==> config.mk <==
export PLATFORM = sky130hd
export DESIGN_NAME = seq_serializer_flat
export DESIGN_NICKNAME = d
export VERILOG_FILES = /design/src/rtl/seq_serializer_if.sv /design/src/rtl/seq_serializer.sv /design/src/flat_wrapper.sv
export SDC_FILE = /design/constraint.sdc
export NUM_CORES = 1
export LEC_CHECK = 0
export BUFFER_PORTS_ARGS = -buffer_cell sky130_fd_sc_hd__buf_2
export CAP_MARGIN = 15
export CORE_UTILIZATION = 50
export DETAILED_ROUTE_END_ITERATION = 10
export PLACE_DENSITY = 0.82
export SYNTH_ARGS = -nofsm -noshare
export SYNTH_HDL_FRONTEND = slang
export SYNTH_SLANG_ARGS = --single-unit
==> constraint.sdc <==
create_clock -name clk -period 1.7 [get_ports clk]
set_input_delay 0.425 -clock clk [delete_from_list [all_inputs] [get_ports clk]]
set_output_delay 0.425 -clock clk [all_outputs]
set_load 0.005 [all_outputs]
==> src/rtl/seq_serializer_if.sv <==
// Word handshake between a parallel source and seq_serializer.
interface seq_serializer_if #(
  parameter int unsigned W = 8
);
  logic [W-1:0] in_data;
  logic         in_valid;
  logic         in_ready;

  // Source side drives the word; serializer answers with ready.
  modport master (output in_data, output in_valid, input in_ready);
  modport slave  (input in_data, input in_valid, output in_ready);
endinterface

==> src/rtl/seq_serializer.sv <==
// Parallel-to-serial bit source: W-bit words in over valid/ready, one bit per clock out.
// A one-word holding buffer lets the next word follow the current one with no gap.
module seq_serializer #(
  parameter int unsigned W          = 8,
  parameter bit          MSB_FIRST  = 1'b1,
  parameter bit          IDLE_LEVEL = 1'b0
) (
  input  logic              clk,
  input  logic              rst,
  input  logic              flush,
  input  logic              pause,
  seq_serializer_if.slave   bus,
  output logic              sout,
  output logic              sout_valid,
  output logic              busy
);

  localparam int unsigned CW = (W > 1) ? $clog2(W) : 1;
  localparam logic [CW-1:0] LastCnt = CW'(W - 1);

  typedef enum logic [0:0] {StIdle, StShift} state_e;

  state_e          state_q;
  logic [W-1:0]    shreg_q;
  logic [W-1:0]    hold_q;
  logic            hold_full_q;
  logic [CW-1:0]   cnt_q;

  logic            accept;
  logic [W-1:0]    shreg_nxt;

  // Bit that goes out first for a freshly loaded (or freshly shifted) register.
  function automatic logic first_bit(input logic [W-1:0] w);
    return MSB_FIRST ? w[W-1] : w[0];
  endfunction

  // Ready depends on registered state only; flush blocks acceptance.
  assign bus.in_ready = !hold_full_q;
  assign accept       = bus.in_valid && !hold_full_q && !flush;
  assign shreg_nxt    = MSB_FIRST ? (shreg_q << 1) : (shreg_q >> 1);
  assign busy         = (state_q == StShift) || hold_full_q;

  // Shifter FSM: loads, shifts, hold-buffer handoff and registered serial outputs.
  always_ff @(posedge clk or negedge rst) begin
    if (!rst) begin
      state_q     <= StIdle;
      shreg_q     <= '0;
      hold_q      <= '0;
      hold_full_q <= 1'b0;
      cnt_q       <= '0;
      sout        <= IDLE_LEVEL;
      sout_valid  <= 1'b0;
    end else if (flush) begin
      state_q     <= StIdle;
      shreg_q     <= '0;
      hold_q      <= '0;
      hold_full_q <= 1'b0;
      cnt_q       <= '0;
      sout        <= IDLE_LEVEL;
      sout_valid  <= 1'b0;
    end else begin
      case (state_q)
        StIdle: begin
          if (accept) begin
            shreg_q    <= bus.in_data;
            sout       <= first_bit(bus.in_data);
            sout_valid <= 1'b1;
            cnt_q      <= '0;
            state_q    <= StShift;
          end
        end
        StShift: begin
          if (!pause && (cnt_q == LastCnt)) begin
            // Word boundary: hold buffer wins, then a word accepted now, else go idle.
            cnt_q <= '0;
            if (hold_full_q) begin
              shreg_q     <= hold_q;
              sout        <= first_bit(hold_q);
              hold_full_q <= 1'b0;
            end else if (accept) begin
              shreg_q <= bus.in_data;
              sout    <= first_bit(bus.in_data);
            end else begin
              state_q    <= StIdle;
              sout       <= IDLE_LEVEL;
              sout_valid <= 1'b0;
            end
          end else begin
            if (!pause) begin
              shreg_q <= shreg_nxt;
              sout    <= first_bit(shreg_nxt);
              cnt_q   <= cnt_q + CW'(1);
            end
            // Handshake keeps running while paused.
            if (accept) begin
              hold_q      <= bus.in_data;
              hold_full_q <= 1'b1;
            end
          end
        end
        default: state_q <= StIdle;
      endcase
    end
  end

endmodule
==> src/flat_wrapper.sv <==
// flat-port wrapper written by rule: the top's interface ports become plain ports
module seq_serializer_flat 
#(
  parameter int unsigned W          = 8,
  parameter bit          MSB_FIRST  = 1'b1,
  parameter bit          IDLE_LEVEL = 1'b0
)
  (clk, rst, flush, pause, sout, sout_valid, busy, bus_in_data, bus_in_valid, bus_in_ready);
  seq_serializer_if #(.W(W)) bus_i ();
  input  logic clk;
  input  logic rst;
  input  logic flush;
  input  logic pause;
  output logic sout;
  output logic sout_valid;
  output logic busy;
  input wire logic [$bits(bus_i.in_data)-1:0] bus_in_data;
  input wire logic [$bits(bus_i.in_valid)-1:0] bus_in_valid;
  output wire logic [$bits(bus_i.in_ready)-1:0] bus_in_ready;
  assign bus_i.in_data = bus_in_data;
  assign bus_i.in_valid = bus_in_valid;
  assign bus_in_ready = bus_i.in_ready;
  seq_serializer #(.W(W), .MSB_FIRST(MSB_FIRST), .IDLE_LEVEL(IDLE_LEVEL)) u_core (.clk(clk), .rst(rst), .flush(flush), .pause(pause), .bus(bus_i), .sout(sout), .sout_valid(sout_valid), .busy(busy));
endmodule
==> reports/results.md, run 1 <==
- 51.7 um — horizontal die dimension
- 28.0% — area growth from synthesis to layout
- 26.2% — Clock Power Share
- 35.6% — Global Route met1 Usage
- 51.5% — register share of total power
- dfrtp_1 — cell accounting for the most synthesized area
- 1,056 — vias after detailed routing
- 24 — First DRT Iteration DRCs
- clkbuf_4 — CTS Root Buffer Type
- 54.2% — starting density of the core
- 175 — Finished Layout Cells
- 1.91 ns — Worst Path Arrival
- 23 — pin count of the biggest net entering global routing
- 22 — Num Clock Sinks
- 2280 um^2 — Std-Cell Core Area
- 30 — number of distinct library cells after synthesis
- 0 — post-detailed-route DRC marker count
- u_core.cnt_q[1]$_DFFE_PN0P_ — start point of the critical path
- 1 — total number of H-tree levels
- 0.707 nW — reported leakage power
- -0.02 ns — setup slack on the worst flop-to-flop path
- 0 — EDFF count, synth
- 0.40 ns — Largest stage delay, worst path
- 27.8% — fraction of power spent switching nets
- flop — kind of start point of the critical path
- 0 — antenna diode instance count
- -0.0171 ns — Worst Slack Setup Final
- 0 — initial antenna violation count
- 101% — part of the cycle the worst path needs
- 0 — Final Hold Fails
- 2020 um — half-perimeter wire length of the detailed placement result
- u_core.shreg_q[6]$_DFFE_PN0P_ — endpoint of the worst-slack reg-to-reg timing path
- 17 — top-level port count
- 0.0166 ns — largest clock skew in the final design
- 1.90 ns — Critical Path RT
- dfrtp_1 — most frequent cell after synthesis
- 69.4% — final core utilization
- 65.8% — worst-case headroom to the max-slew limit
- 10.8 um^2 — average size of a mapped cell
- input pin to asynchronous set/reset pin — worst hold path class
- dfrtp_1, inv_1, mux2i_1, a211oi_1, a22o_1 — most used standard cells in the synthesized netlist
- 6.03 — Vias per Instance
- -0.181 ns — worst setup timing slack at the placement stage
- u_core.cnt_q[1]$_DFFE_PN0P_ — worst flop-to-flop path startpoint
- 114 — number of instances in the synthesized netlist
- 100% — post-synthesis async set-or-reset flop share
- 7 — peak fanout along the critical path
- 44.6% — part of the Yosys area used for sequential elements
- 3.22% — global-route track usage on met3
- 4980 um — global-route wire length before repair
- 1230 um^2 — mapped cell area
- 0.834 — final estimated routing congestion in global placement
- 22.3% — fraction of power consumed by combinational cells
- 1 — Final Setup Violations
- 0.31 ns — clock latency at the later pin of the worst-skew pair
- dfrtp_1, mux2i_1, mux2_2, a22o_1, a211oi_1 — largest cells by area after synthesis
- 0.567 mV — worst vdd ir
- 0.14 ns — CTS clk-pin slew, worst paths
- 40.0% — met2 capacity usage during global routing
- 3040 um — overall routed net length
- flop — Setup crit end kind
- 0 — Slew Limit Fails
- ha_2 > ha_4 > nor2b_4 > buf_6 > mux2i_1 > a221oi_1 > a211oi_1 — cell chain of the critical path
- 0.311 mW — Psw
- 2 — largest buffer count on any clock path
- done — TritonCTS clock tree
- 168 — placed insts
- 0 — Yosys warning total
- flop to flop — classification of the worst setup path
- 17.4 um — average detailed-routed wire length per instance
- 1,084 — vias in the first global route
- 4 — first-pass iteration count of the detailed router
- 7 — reg2reg path depth
- dfrtp_1 — most common flop cell mapped by yosys
- 1.72 ns — Tmin final
- complete, but fails checks — result of the run
- 0 — max-capacitance violation count
- 164 — FILL cells
- dfrtp_1 — cell with the biggest individual delay on the critical path
- 51.7 um — die extent in y
- 0 — antenna violation net count after detailed routing
- 3 — CTS Buf Count
- 44.6% — top-area cell type share of the netlist area
- 25.5% — GRT Resource Usage Total
- 582 MHz — maximum clock frequency
- yes — setup repair after global routing missed its margin
- 163 — number of nets in the finished design
- 0.808 mW — Int Pwr
- 16 — number of I/O port buffers
- 39.5% — share of post-route cells with drive strength above 1
- u_core.shreg_q[6]$_DFFE_PN0P_ — endpoint of the worst setup timing path
- 22 — flop and latch count out of synthesis
- 0.513 ns — transition time at the pin with the least slew margin
- 2670 um^2 — DIE AREA
- 0 — GRT overflow
- 129 — Synthesized Nets
- 708 nW/um^2 — pwr dens
- setup timing — violations in the final reports
- met2 — most utilized layer in the global route result
- 17 — standard-cell rows
## placed cells by master (no fill, tap or decap), drive strengths merged, types with 4 or more instances in the layout
cell,netlist,routed
dfrtp,22,22
a211oi,8,8
inv,9,9
nand2,7,7
a221oi,6,6
mux2,8,8
nor2,4,4
mux2i,9,9
a22o,8,8
buf,3,37
clkbuf,5,4
## power groups by stage
stage | Sequential, mW | Clock [mW] | Combinational, mW
floorplan | 0.575 | 0 | 0.138
global placement | 0.581 | 0 | 0.209
detailed placement | 0.584 | 0 | 0.216
CTS | 0.575 | 0.294 | 0.230
global route | 0.580 | 0.324 | 0.273
finish | 0.576 | 0.293 | 0.249
## how the worst min path moves through the flow
stage	start	end	cells past startpoint
floorplan	rst	u_core.cnt_q[0]$_DFFE_PN0P_	0
global placement	rst	u_core.sout_valid$_DFFE_PN0P_	1
detailed placement	rst	u_core.shreg_q[0]$_DFFE_PN0P_	1
CTS	rst	u_core.hold_q[2]$_DFFE_PN0P_	1
global route	rst	u_core.hold_q[3]$_DFFE_PN0P_	1
finish	rst	u_core.hold_q[5]$_DFFE_PN0P_	1
## metrics by stage
stage / TNS (ns) / total power, mW / area, um^2 / hold WS (ns)
floorplan: -0.0917 / 0.713 / 1240 / 0.129
global placement: -0.609 / 0.790 / 1450 / 0.417
detailed placement: -1.08 / 0.800 / 1450 / 0.416
CTS: 0 / 1.10 / 1540 / 0.0711
global route: -0.289 / 1.18 / 1580 / 0.0897
finish: -0.0171 / 1.12 / 1580 / 0.0671
## worst max-delay path: cells and delay by family (launching register included)
kind            cells  cell delay, ns
buf+inv             1            0.14
compound gates      2            0.46
simple gates        1            0.12
mux                 1            0.14
fa+ha+maj           2            0.36
flops               1            0.40
## logic make-up after synthesis
kind of cell,synth area share (%)
flops,44.6
fa+ha+maj,2.03
simple gates,11.4
compound gates,20.9
buf+inv,6.49
mux,14.6
## state kept, by name, indices dropped and copies added (netlist names)
| signal | flops |
|---|---|
| u_core.state_q | 1 |
| u_core.cnt_q | 3 |
| u_core.hold_q | 8 |
| u_core.shreg_q | 7 |
| u_core.sout | 1 |
| u_core.sout_valid | 1 |
| u_core.hold_full_q | 1 |
## per-layer routing
layer | vias to the layer above | routed length (um)
met3 | 6 | 119
li1 | 493 | -
met2 | 31 | 1480
met5 | - | 0
met1 | 526 | 1390
met4 | 0 | 51
## layout make-up
type | count | area (um^2) | share of cell area [%]
multi-input combinational | 75 | 654 | 41.4
sequential | 22 | 552 | 34.9
timing repair buffer | 37 | 268 | 17.0
clock buffer | 4 | 36.3 | 2.30
tap | 28 | 35.0 | 2.22
inverter | 9 | 33.8 | 2.14
## what timing repair did
item / in CTS / in global routing
hold endpoints to repair: 0 / 0
setup buffers: 2 / 1
hold buffers: 0 / 0
gates resized for setup: 8 / 6
setup endpoints to repair: 15 / 18
pin swaps: 3 / 12
No activity file was read; power rests on OpenSTA's default activity.
==> run 2: changes to the inputs <==
Settings changed: ABC_AREA set to 1, CAP_MARGIN 15 to not set, CORE_UTILIZATION 50 to 51.
==> run 2 against run 1 <==
  * Largest power group unchanged
  * Sequential power rose by 2%
  * Core utilization fell by 8.5 points
  * Critical path type unchanged
  * Fmax rose by 9.1%
  * Via count rose by 18%
  * The flow now finishes without violations
==> reports/results.md, run 2 <==
- 1.57 ns — Tmin final
- 0 — # Post-CTS Setup Buffers
- 185 — number of instances in the synthesized netlist
- 5.24 — Vias per Instance
- 0 — Yosys warning total
- nand2_1, inv_1, nand3_1, dfrtp_1, o21ai_0 — most used standard cells in the synthesized netlist
- adder cells — category of cells accounting for the largest share of critical-path delay
- 0 ns — setup TNS
- 0.853 nW — reported leakage power
- 2960 um — overall routed net length
- 0 — initial antenna violation count
- 0 — post-detailed-route DRC marker count
- nand2_1 — most frequent cell after synthesis
- 41.5% — part of the Yosys area used for sequential elements
- 200 — Synthesized Nets
- 0 — Final Hold Fails
- 1.77 ns — Worst Path Arrival
- flop — Setup crit end kind
- 2240 um — half-perimeter wire length of the detailed placement result
- 0 — combined buffer and inverter count along the critical path
- 7.16 um^2 — average size of a mapped cell
- 0.31 ns — clock latency at the later pin of the worst-skew pair
- 0 — EDFF count, synth
- 60.9% — final core utilization
- 25.9% — GRT Resource Usage Total
- 0.896 — final estimated routing congestion in global placement
- 17.4% — share of post-route cells with drive strength above 1
- 55.9% — register share of total power
- u_core.hold_q (8), u_core.shreg_q (7), u_core.cnt_q (3) — registers with the most flip-flops
- 17 — top-level port count
- 21 — number of distinct library cells after synthesis
- 2810 um^2 — DIE AREA
- 54.0% — starting density of the core
- 4 — first-pass iteration count of the detailed router
- 41.5% — top-area cell type share of the netlist area
- u_core.hold_q — Top reg by flops
- 1330 um^2 — mapped cell area
- done — TritonCTS clock tree
- 18 — standard-cell rows
- dfrtp_1 — cell accounting for the most synthesized area
- 23 — pin count of the biggest net entering global routing
- dfrtp_1 — cell with the biggest individual delay on the critical path
- 92.5% — part of the cycle the worst path needs
- 0.00534 ns — largest clock skew in the final design
- 0 — antenna violation net count after detailed routing
- 53.0 um — horizontal die dimension
- dfrtp_1, nand2_1, nand3_1, inv_1, o21ai_0 — largest cells by area after synthesis
- 702 nW/um^2 — pwr dens
- 0 — Final Setup Violations
- no — setup repair after global routing missed its margin
- 100% — post-synthesis async set-or-reset flop share
- 53.0 um — die extent in y
- 6 — reg2reg path depth
- 22 — Num Clock Sinks
- 1500 um^2 — Design Area, Final
- 1.05 mW — Final Power
- 636 MHz — maximum clock frequency
- 0 — max-capacitance violation count
- 229 — FILL cells
- 1.89 ns — Critical Path RT
- 0.13 ns — setup slack on the worst flop-to-flop path
- 5180 um — global-route wire length before repair
- 0 — Slew Limit Fails
- 22 — flop and latch count out of synthesis
- ha_1 > ha_1 > nand2_2 > nand2_4 > o21ai_2 > o22ai_1 — cell chain of the critical path
- 224 — number of nets in the finished design
- 12.8% — area growth from synthesis to layout
- 0.724 mW — Int Pwr
- 6 — peak fanout along the critical path
- 1 — total number of H-tree levels
- 67.3% — worst-case headroom to the max-slew limit
- flop to flop — classification of the worst setup path
- nand2_1 — most frequent standard cell in the layout excluding fill and tap cells
- 0.11 ns — CTS clk-pin slew, worst paths
- 0.325 mW — Psw
- 31.0% — fraction of power spent switching nets
- 8 — number of flip-flops under the largest register name
- 1,242 — vias after detailed routing
- 0.489 mV — worst vdd ir
- 0 — antenna diode instance count
- flop — kind of start point of the critical path
- clkbuf_4 — CTS Root Buffer Type
- 16 — number of I/O port buffers
- 2 — largest buffer count on any clock path
- input pin to asynchronous set/reset pin — worst hold path class
- 21.7% — fraction of power consumed by combinational cells
- ha_1 — most frequent CP cell
- 12.5 um — average detailed-routed wire length per instance
- u_core.cnt_q[0]$_DFFE_PN0P_ — worst flop-to-flop path startpoint
- 22.4% — Clock Power Share
- 0 — GRT overflow
- dfrtp_1 — most common flop cell mapped by yosys
- 0.41 ns — Largest stage delay, worst path
- 3 — CTS Buf Count
- 2450 um^2 — Std-Cell Core Area
- u_core.hold_q[6]$_DFFE_PN0P_ — endpoint of the worst-slack reg-to-reg timing path
- 0.490 ns — transition time at the pin with the least slew margin
- 36 — First DRT Iteration DRCs
- complete, no violations — result of the run
- nand2_1, inv_1, nand3_1 — most used cells in the layout excluding fill and tap cells
- 1,133 — vias in the first global route
- 1470 um^2 — Post-Place Cell Area
[run 2: changes by cell type after synthesis, moves of 9 or more]
cell     delta
nand3_1    +27
nand2_1    +51
o21ai_0     +9
mux2i_1     -9
inv_1      +26
[run 2: metal layers]
| metal | routed length [um] | track usage (%) | part of all wire [%] |
|---|---|---|---|
| met1 | 1370 | 33.0 | 46 |
| met2 | 1370 | 41.6 | 46 |
| met3 | 154 | 7.47 | 5.2 |
| met4 | 56 | 8.77 | 1.9 |
| met5 | 0 | 0 | 0 |
[run 2: timing repair]
action | 4_1_cts | 5_1_grt
hold buffers | 0 | 0
endpoints found under the setup margin | 0 | 2
resized for setup | 0 | 1
[run 2: logic make-up (layout without fill, tap and decap cells)]
kind of cell             Yosys count  after routing  share of synthesized area (%)
adder cells (fa/ha/maj)            2              2                           1.89
AO/OA/AOI/OAI                     20             20                           8.40
buffers and inverters             40             62                           11.7
AND/OR/NAND/NOR                  101            101                           36.4
flip-flops                        22             22                           41.5
[run 2: worst max path at each step]
| stage | startpoint | to | slack, ns | cells past startpoint |
|---|---|---|---|---|
| after floorplan | u_core.cnt_q[0]$_DFFE_PN0P_ | u_core.hold_q[0]$_DFFE_PN0P_ | 0.25 | 6 |
| after global placement | u_core.cnt_q[0]$_DFFE_PN0P_ | u_core.hold_q[3]$_DFFE_PN0P_ | 0.21 | 6 |
| after detailed placement | u_core.cnt_q[0]$_DFFE_PN0P_ | u_core.shreg_q[6]$_DFFE_PN0P_ | 0.14 | 10 |
| after CTS | u_core.cnt_q[0]$_DFFE_PN0P_ | u_core.shreg_q[6]$_DFFE_PN0P_ | 0.11 | 10 |
| after global routing | u_core.cnt_q[0]$_DFFE_PN0P_ | u_core.shreg_q[3]$_DFFE_PN0P_ | 0.01 | 10 |
| final | u_core.cnt_q[0]$_DFFE_PN0P_ | u_core.hold_q[6]$_DFFE_PN0P_ | 0.13 | 6 |
[run 2: worst reg2reg max path: stages (launching register included)]
cell and delay (ns):
dfrtp_1 0.41, ha_1 0.21, ha_1 0.23, nand2_2 0.15, nand2_4 0.09, o21ai_2 0.25
o22ai_1 0.12
[run 2: final cells by class]
| class | count | area [um^2] | share of cell area [%] |
|---|---|---|---|
| Timing Repair Buffer | 21 | 118 | 7.87 |
| Multi-Input combinational cell | 123 | 624 | 41.8 |
| Clock buffer | 3 | 22.5 | 1.51 |
| Tap cell | 30 | 37.5 | 2.51 |
| Sequential cell | 22 | 551 | 36.8 |
| Inverter | 38 | 143 | 9.54 |
[run 2: power groups by stage]
| stage | Sequential (mW) | Combinational, mW | Clock (mW) |
|---|---|---|---|
| floorplan | 0.592 | 0.148 | 0 |
| global placement | 0.595 | 0.222 | 0 |
| detailed placement | 0.595 | 0.228 | 0 |
| CTS | 0.586 | 0.228 | 0.243 |
| global route | 0.591 | 0.260 | 0.270 |
| finish | 0.587 | 0.228 | 0.235 |
[run 2: stage by stage]
step           setup WS, ns  cells  hold slack (ns)
2_1_floorplan         0.251    185            0.129
3_3_place_gp          0.212    234            0.410
3_5_place_dp          0.141    234            0.414
4_1_cts               0.114    237           0.0659
5_1_grt              0.0125    237           0.0700
6_report              0.127    237           0.0532
